`config.mk`:
```
export PLATFORM = sky130hd
export DESIGN_NAME = int_bus_mailbox
export DESIGN_NICKNAME = d
export VERILOG_FILES = /design/src/rtl/int_bus_mailbox.sv
export SDC_FILE = /design/constraint.sdc
export NUM_CORES = 1
export LEC_CHECK = 0
export CORE_MARGIN = 2
export CORE_UTILIZATION = 40
export CTS_BUF_LIST = sky130_fd_sc_hd__clkbuf_8
export DETAILED_ROUTE_END_ITERATION = 16
export GPL_TIMING_DRIVEN = 0
export RECOVER_POWER = 50
export SLEW_MARGIN = 0
export SYNTH_ARGS = -nofsm -noshare
export SYNTH_HDL_FRONTEND = slang
export SYNTH_SLANG_ARGS = --single-unit
```
`constraint.sdc`:
```
create_clock -name clock -period 3.68 [get_ports clock]
set_input_delay 0.92 -clock clock [delete_from_list [all_inputs] [get_ports clock]]
set_output_delay 0.92 -clock clock [all_outputs]
set_load 0.02 [all_outputs]
```
`src/rtl/int_bus_mailbox.sv`:
```
// Register-mapped byte mailbox on the uart2bus internal bus: a host-to-local
// down FIFO, a local-to-host up FIFO, status/level/control registers and an irq.
module int_bus_mailbox #(
  parameter int         FIFO_AW   = 3,
  parameter logic [7:0] ADDR_BASE = 8'h10
) (
  input  logic       clock,
  input  logic       reset,
  input  logic [7:0] int_address,
  input  logic [7:0] int_wr_data,
  input  logic       int_write,
  input  logic       int_read,
  output logic [7:0] int_rd_data,
  output logic [7:0] dn_data,
  output logic       dn_valid,
  input  logic       dn_ready,
  input  logic [7:0] up_data,
  input  logic       up_valid,
  output logic       up_ready,
  output logic       irq
);

  localparam int               DEPTH    = 1 << FIFO_AW;
  localparam logic [FIFO_AW:0] FULL_CNT = (FIFO_AW + 1)'(DEPTH);

  // Handshake: a byte moves on a rising edge where valid && ready are both
  // high; valid never waits on ready, and ready never depends on valid.

  logic [7:0]       dn_mem [DEPTH];
  logic [FIFO_AW-1:0] dn_wp, dn_rp;
  logic [FIFO_AW:0]   dn_cnt, dn_cnt_nxt;
  logic [7:0]       up_mem [DEPTH];
  logic [FIFO_AW-1:0] up_wp, up_rp;
  logic [FIFO_AW:0]   up_cnt, up_cnt_nxt;

  logic       dn_ovf, up_udf, irq_en, irq_en_nxt;
  logic [7:0] off;
  logic       hit;
  logic       data_wr, ctrl_wr, data_rd;
  logic       dn_full, dn_empty, up_full, up_empty;
  logic       dn_push, dn_pop, dn_flush, dn_ovf_evt;
  logic       up_push, up_pop, up_flush, up_udf_evt;
  logic       clr_err;
  logic [7:0] status, level, control, rd_nxt;

  // Offset decode wraps modulo 256, so a base near the top of the map still works.
  assign off     = int_address - ADDR_BASE;
  assign hit     = (off[7:2] == 6'd0);
  assign data_wr = int_write && hit && (off[1:0] == 2'd0);
  assign ctrl_wr = int_write && hit && (off[1:0] == 2'd2);
  assign data_rd = int_read  && hit && (off[1:0] == 2'd0);

  assign dn_full  = (dn_cnt == FULL_CNT);
  assign dn_empty = (dn_cnt == '0);
  assign up_full  = (up_cnt == FULL_CNT);
  assign up_empty = (up_cnt == '0);

  assign dn_flush = ctrl_wr && int_wr_data[0];
  assign up_flush = ctrl_wr && int_wr_data[1];
  assign clr_err  = ctrl_wr && int_wr_data[2];

  assign dn_valid   = !dn_empty;
  assign dn_data    = dn_mem[dn_rp];
  assign dn_pop     = dn_valid && dn_ready;
  assign dn_push    = data_wr && (!dn_full || dn_pop);
  assign dn_ovf_evt = data_wr && dn_full && !dn_pop;

  // A DATA read popping this cycle frees a slot, so a full up FIFO still
  // accepts the producer's byte in the same cycle.
  assign up_pop     = data_rd && !up_empty;
  assign up_udf_evt = data_rd && up_empty;
  assign up_ready   = !up_full || up_pop;
  assign up_push    = up_valid && up_ready;

  assign irq_en_nxt = ctrl_wr ? int_wr_data[3] : irq_en;

  always_comb begin
    dn_cnt_nxt = dn_cnt;
    if (dn_flush)
      dn_cnt_nxt = '0;
    else if (dn_push && !dn_pop)
      dn_cnt_nxt = dn_cnt + 1'b1;
    else if (dn_pop && !dn_push)
      dn_cnt_nxt = dn_cnt - 1'b1;
  end

  always_comb begin
    up_cnt_nxt = up_cnt;
    if (up_flush)
      up_cnt_nxt = '0;
    else if (up_push && !up_pop)
      up_cnt_nxt = up_cnt + 1'b1;
    else if (up_pop && !up_push)
      up_cnt_nxt = up_cnt - 1'b1;
  end

  assign status  = {2'b00, up_udf, dn_ovf, up_empty, up_full, dn_empty, dn_full};
  assign level   = {4'(up_cnt), 4'(dn_cnt)};
  assign control = {4'h0, irq_en, 3'b000};

  always_comb begin
    rd_nxt = 8'h00;
    if (hit) begin
      case (off[1:0])
        2'd0:    rd_nxt = up_pop ? up_mem[up_rp] : 8'h00;
        2'd1:    rd_nxt = status;
        2'd2:    rd_nxt = control;
        default: rd_nxt = level;
      endcase
    end
  end

  // Storage holds no reset: contents are only observable through valid counts.
  always_ff @(posedge clock) begin
    if (dn_push)
      dn_mem[dn_wp] <= int_wr_data;
    if (up_push)
      up_mem[up_wp] <= up_data;
  end

  always_ff @(posedge clock or negedge reset) begin
    if (!reset) begin
      dn_wp  <= '0;
      dn_rp  <= '0;
      dn_cnt <= '0;
    end else begin
      dn_cnt <= dn_cnt_nxt;
      if (dn_flush) begin
        dn_wp <= '0;
        dn_rp <= '0;
      end else begin
        if (dn_push)
          dn_wp <= dn_wp + 1'b1;
        if (dn_pop)
          dn_rp <= dn_rp + 1'b1;
      end
    end
  end

  always_ff @(posedge clock or negedge reset) begin
    if (!reset) begin
      up_wp  <= '0;
      up_rp  <= '0;
      up_cnt <= '0;
    end else begin
      up_cnt <= up_cnt_nxt;
      if (up_flush) begin
        up_wp <= '0;
        up_rp <= '0;
      end else begin
        if (up_push)
          up_wp <= up_wp + 1'b1;
        if (up_pop)
          up_rp <= up_rp + 1'b1;
      end
    end
  end

  // A new error event outranks clr_err arriving in the same cycle.
  always_ff @(posedge clock or negedge reset) begin
    if (!reset) begin
      dn_ovf      <= 1'b0;
      up_udf      <= 1'b0;
      irq_en      <= 1'b0;
      irq         <= 1'b0;
      int_rd_data <= 8'h00;
    end else begin
      if (dn_ovf_evt)
        dn_ovf <= 1'b1;
      else if (clr_err)
        dn_ovf <= 1'b0;
      if (up_udf_evt)
        up_udf <= 1'b1;
      else if (clr_err)
        up_udf <= 1'b0;
      irq_en <= irq_en_nxt;
      irq    <= irq_en_nxt && (up_cnt_nxt != '0);
      if (int_read)
        int_rd_data <= rd_nxt;
    end
  end

endmodule

```
==> metrics, run 1 <==
input/output buffers=48; Max FO, Critical Path=8; Setup TNS=0 ns; post-layout minimum cycle time=3.60 ns; mux share of post-synthesis cell area=between 10% and 20%; antenna violations before repair=0; sequential element share of the synthesized area=about two thirds; RePlAce Congestion=between 0.8 and 0.9; total global routing overflow=0; core area=between 15,000 and 20,000 um^2; maximum vdd ir drop=~290 uV; yosys synthesis warning count=0; Multi-input gate area=~2000 um^2; clock root buffer=clkbuf_8; CTS Buf Count=17; largest family of logic cells by synthesized area=multiplexers; CP Launch Type=input port; CP Capture Type=flip-flop; Tcrit/Tclk final=97.8%; clock network fraction of total power=26.9%; Total GRT Usage=between 15 and 20%; WHS=between 0.4 and 0.5 ns; worst hold path class=reg2reg; Post-Syn Area=6770 um^2; Mapped Avg Cell Area=roughly 16 um^2; Clock Pin Slew Worst Setup and Hold Paths=around 0.09 ns; # diodes=0; share of total power in combinational logic=between 20% and 30%; worst skew pair latency=0.44 ns; DRC violations left=0; share of layout cells above drive strength 1=between 20% and 30%; Final setup viols=0; WP data required=3.75 ns; ys flop type=edfxtp_1; first-pass GRT wire length=21,500 um; number of top-level pins=49; Cell Rows=between 40 and 50; nets=523; initial core utilization=40.8%; H-tree levels=4; Synth Instances=approximately 420; Sw Share=approximately 30%; utilization after layout=about half; CTS tree=done; die height=about 130 um; failing checks=capacitance limit, slew limit; fmax=about 0.28 GHz; Switch Pwr=around 1400 uW; dpl hpwl=between 9000 and 10,000 um; MaxCap Viol Count=1; Clock Sinks=160; DIE WIDTH=roughly 130 um; remaining antenna violation count=0; via count=about 3,800; drt initial violations=around 230; RSZ-0062 raised after global routing=true; dpl cells=between 600 and 700; buffers from clock root to sink, at most=2; number of global-route vias before repair=around 4,000; DRT Pass-1 Iters=4; sequential power share=46.7%; Post-Synth Simple-Gate Area=just over 7%; routed wire length=13,400 um; XOR/XNOR Fraction of Synth Area=1.03%; distinct cell type count after synthesis=53; crit path kind=in2reg; slew of the pin with the lowest slew margin=1.79 ns; outcome=finished with violations; largest net degree at the start of global routing=33; Post-synth EDFFs=about 130; Post-Synthesis Net Count=around 450; Via density=about 5.3; Synth Area in Compound Gates=roughly 5.5%; wire length per cell=between 15 and 20 um; crit path DAT=roughly 3.7 ns; fillers=~1,400; count of pins over their slew limit=33; non-filler instance count after layout=about 700; leak pwr=between 0.002 and 0.003 uW; internal power=3450 uW; power per cell area=roughly 610 nW/um^2; Die Area=about 18,000 um^2; Final Skew=about 0.013 ns; R2R depth=7; Layout area overhead=18.5%; hold path depth=2; Hold Fails Final Rpt=0; Post-synth ARST share=about a fifth; post-synthesis adder-cell area fraction=between 1.5 and 2%; FF+latch count, synth=160; Rel. slew slack=-19.5%; Seq. cell area=4650 um^2
==> synthesized netlist by cell type (3+ instances only) <==
master	number	area (um^2)
and3_1	3	18.8
o21ai_0	24	120
nand3_1	3	15.0
o22ai_1	4	25.0
clkbuf_1	11	41.3
mux4_2	32	721
ha_1	8	100
nor2_1	27	101
o2111ai_1	6	52.6
dfrtp_1	32	801
buf_2	4	20.0
edfxtp_1	128	3840
mux2i_1	10	100
mux2_2	9	101
xnor2_1	3	26.3
a21oi_1	9	45.0
xor2_1	5	43.8
inv_1	16	60.1
nand4_1	3	18.8
nor3_1	5	25.0
nand2b_1	5	31.3
buf_1	4	15.0
nand2_1	25	93.8
==> cell families after synthesis <==
group,count (synthesis)
DFF,160
adders and majority gates,9
muxes,52
xor gates and xnor gates,8
AOI/OAI and AO/OA,58
buffers and inverters,37
and+or+nand+nor,91
==> worst paths after layout <==
path	slack, ns	startpoint	to
worst max register to register	0.71	up_cnt[0]	up_mem[3][0]
max in group asynchronous	1.58	reset	dn_rp[1]
min in group asynchronous	0.94	reset	dn_rp[2]
worst min-delay path	0.49	up_udf	up_udf
worst min register to register	0.49	up_udf	up_udf
worst max-delay path	0.08	int_read	up_mem[3][0]
==> worst max-delay path: stages <==
cell	delay [ns]
clkdlybuf4s50_1	0.61
nor3b_4	0.28
nand3_1	0.22
a21boi_0	0.60
nand2_1	0.31
nor3b_2	0.72
==> cell type report <==
| class | count | share of cell area [%] |
|---|---|---|
| buffer | 20 | 1.28 |
| clock buffer | 17 | 2.92 |
| clock inverter | 15 | 2.17 |
| inverter | 16 | 0.748 |
| multi-input combinational | 218 | 25.4 |
| sequential | 160 | 57.9 |
| tap | 220 | 3.43 |
| timing repair buffer | 51 | 6.17 |
==> power by group through the flow <==
stage / clock (uW) / combinational (uW) / sequential, uW
after global placement: 0 / 1260 / 2290
after floorplan: 0 / 874 / 2260
after global routing: 1410 / 1420 / 2300
final: 1310 / 1290 / 2280
after detailed placement: 0 / 1300 / 2300
after CTS: 1350 / 1310 / 2280
==> through the flow <==
stage	setup slack [ns]	cell area (um^2)	power, uW
6_report	0.0800	8030	4890
5_1_grt	-0.126	8030	5130
4_1_cts	0.0363	8010	4930
3_5_place_dp	-0.773	7570	3600
3_3_place_gp	-1.10	7530	3550
2_1_floorplan	0.495	6770	3130
==> flip-flops by register name, summed over array words and instances, names as in the netlist, 3 cells and up <==
register     cells
up_rp            3
dn_rp            3
dn_wp            3
int_rd_data      8
dn_cnt           4
up_wp            3
up_cnt           4
up_mem          64
dn_mem          64
==> layout by cell type (no fill, tap or decap), drive strengths merged, types with 5 or more instances in the layout <==
| cell | instances |
|---|---|
| ha | 8 |
| mux4 | 32 |
| inv | 21 |
| buf | 13 |
| edfxtp | 128 |
| mux2i | 10 |
| dlygate4sd3 | 16 |
| nand2 | 25 |
| clkdlybuf4s50 | 30 |
| o21ai | 24 |
| and3 | 5 |
| o2111ai | 6 |
| nor2 | 27 |
| a21oi | 9 |
| dfrtp | 32 |
| nor3 | 5 |
| mux2 | 10 |
| xor2 | 5 |
| clkbuf | 28 |
| nand2b | 5 |
==> layer usage <==
metal / track usage (%) / share of wire, %
met1: 21.2 / 45
met3: 3.85 / 4.3
met5: 0 / 0
met4: 6.43 / 2.2
met2: 25.7 / 49
==> what timing repair did <==
item | 4_1_cts | 5_1_grt
buffers inserted | 1 | 0
hold buffers | 0 | 0
pin swaps | 1 | 0
resized for setup | 9 | 4
setup endpoints to repair | 25 | 34
No activity file was read; power rests on OpenSTA's default activity.
==> inputs of run 2 (changes only) <==
Settings changed: RECOVER_POWER 50 to 25.
==> metrics, run 2 (synthesis gave the netlist of run 1 again) <==
failing checks=capacitance limit, slew limit; clock network fraction of total power=26.9%; Die Area=between 15,000 and 20,000 um^2; remaining antenna violation count=0; share of total power in combinational logic=about a quarter; Via density=~5.3; most frequent cells in the layout=128 x edfxtp_1, 38 x clkdlybuf4s50_1, 32 x mux4_2, 31 x dfrtp_1, 26 x nor2_1; largest registers=dn_mem (64), up_mem (64), int_rd_data (8); CP Launch Type=input port; die height=134 um; WHS=0.495 ns; crit path kind=in2reg; pre-CTS setup slack=-0.773 ns; sequential power share=between 40% and 50%; DRC violations left=0; Hold Fails Final Rpt=0; # diodes=0; RePlAce Congestion=0.805; Switch Pwr=~1400 uW; DIE WIDTH=between 100 and 150 um; MaxCap Viol Count=1; wire length per cell=between 15 and 20 um; reg2reg setup slack=0.70 ns; post-layout minimum cycle time=3.60 ns; Final Skew=0.0127 ns; leak pwr=between 0.002 and 0.003 uW; Tcrit/Tclk final=between 90% and 100%; outcome=finished with violations; slew of the pin with the lowest slew margin=1.79 ns; clock root buffer=clkbuf_8; Clock Sinks=160; fillers=1,423; largest net degree at the start of global routing=33; Rel. slew slack=-19.5%; first-pass GRT wire length=21,500 um; Cell Rows=between 40 and 50; core area=16,600 um^2; internal power=3450 uW; Final setup viols=0; crit path to=up_mem[3][0]; dpl hpwl=9020 um; buffers from clock root to sink, at most=2; fmax=approximately 0.28 GHz; routed wire length=~13,000 um; drt initial violations=231; Max FO, Critical Path=8; power per cell area=just over 600 nW/um^2; worst hold path class=reg2reg; count of pins over their slew limit=33; RSZ-0062 raised after global routing=true; CTS tree=done; r2r startpoint=up_cnt[0]; number of top-level pins=49; Setup TNS=0 ns; crit path DAT=between 3 and 4 ns; DRT Pass-1 Iters=4; total global routing overflow=0; initial core utilization=between 40% and 50%; Layout area overhead=18.5%; number of global-route vias before repair=between 3,000 and 4,000; input/output buffers=48; maximum vdd ir drop=around 290 uV; Sw Share=29.5%; CP Capture Type=flip-flop; PnR worst setup slack=0.0794 ns; hold path start=up_udf; CP Launch Point=int_read; R2R depth=7; via count=between 3,000 and 4,000; nets=between 500 and 600; H-tree levels=4; worst skew pair latency=0.44 ns; WP data required=3.75 ns; Worst R2R End=up_mem[3][0]; commonest non-fill, non-tap cell in the layout=edfxtp_1; antenna violations before repair=0; Clock Pin Slew Worst Setup and Hold Paths=~0.09 ns; CTS Buf Count=17; Total GRT Usage=around 16%; share of layout cells above drive strength 1=between 20% and 30%
[run 2: cell types whose count changed in the layout (fill, tap and decap cells not counted)]
| cell | delta |
|---|---|
| dlygate4sd3_1 | -8 |
| and2_0 | -1 |
| clkdlybuf4s50_1 | +8 |
| and2_1 | +1 |
[run 2: how the worst min path moves through the flow]
stage | endpoint | cells after the start
after CTS | up_udf | 2
after global placement | up_udf | 2
after floorplan | up_udf | 2
final | up_udf | 2
after global routing | up_udf | 2
after detailed placement | up_udf | 2
[run 2: timing repair]
| action | 4_1_cts | 5_1_grt |
|---|---|---|
| pin swaps | 1 | 0 |
| gates resized for setup | 9 | 4 |
| setup buffers | 1 | 0 |
| endpoints found under the setup margin | 25 | 34 |
| gates cloned | 0 | 0 |
| hold buffers | 0 | 0 |
[run 2: stage by stage]
step / cell area, um^2 / utilization [%] / total power, uW / instances
after global placement: 7530 / 45.4 / 3550 / 683
after CTS: 8010 / 48.3 / 4930 / 717
after detailed placement: 7570 / 45.6 / 3600 / 685
after global routing: 8030 / 48.4 / 5130 / 717
final: 8030 / 48.4 / 4890 / 717
after floorplan: 6770 / - / 3130 / 415
[run 2: worst max-delay path: stages]
cell             delay [ns]
clkdlybuf4s50_1        0.61
nor3b_4                0.28
nand3_1                0.22
a21boi_0               0.60
nand2_1                0.31
nor3b_2                0.72
[run 2: area by class of cell]
| class | instances | area (um^2) | share of cell area [%] |
|---|---|---|---|
| clock inverters | 15 | 174 | 2.17 |
| well taps | 220 | 275 | 3.43 |
| inverters | 16 | 60.1 | 0.748 |
| flip-flops and latches | 160 | 4650 | 57.9 |
| multi-input cells | 218 | 2040 | 25.4 |
| clock buffers | 17 | 234 | 2.92 |
| plain buffers | 20 | 103 | 1.28 |
| repair buffers | 51 | 495 | 6.17 |
[run 2: layer usage]
layer,wire length (um),track usage [%],vias to the layer above,share of wire [%]
li1,-,-,1751,-
met2,6580,25.7,88,49
met1,6030,21.2,1954,45
met4,296,6.43,0,2.2
met5,0,0,-,0
met3,561,3.85,23,4.2
[run 2: power by group through the flow]
stage | Combinational (uW) | Sequential, uW | Clock (uW)
floorplan | 874 | 2260 | 0
global placement | 1260 | 2290 | 0
finish | 1300 | 2280 | 1310
global route | 1420 | 2300 | 1410
CTS | 1310 | 2280 | 1350
detailed placement | 1300 | 2300 | 0
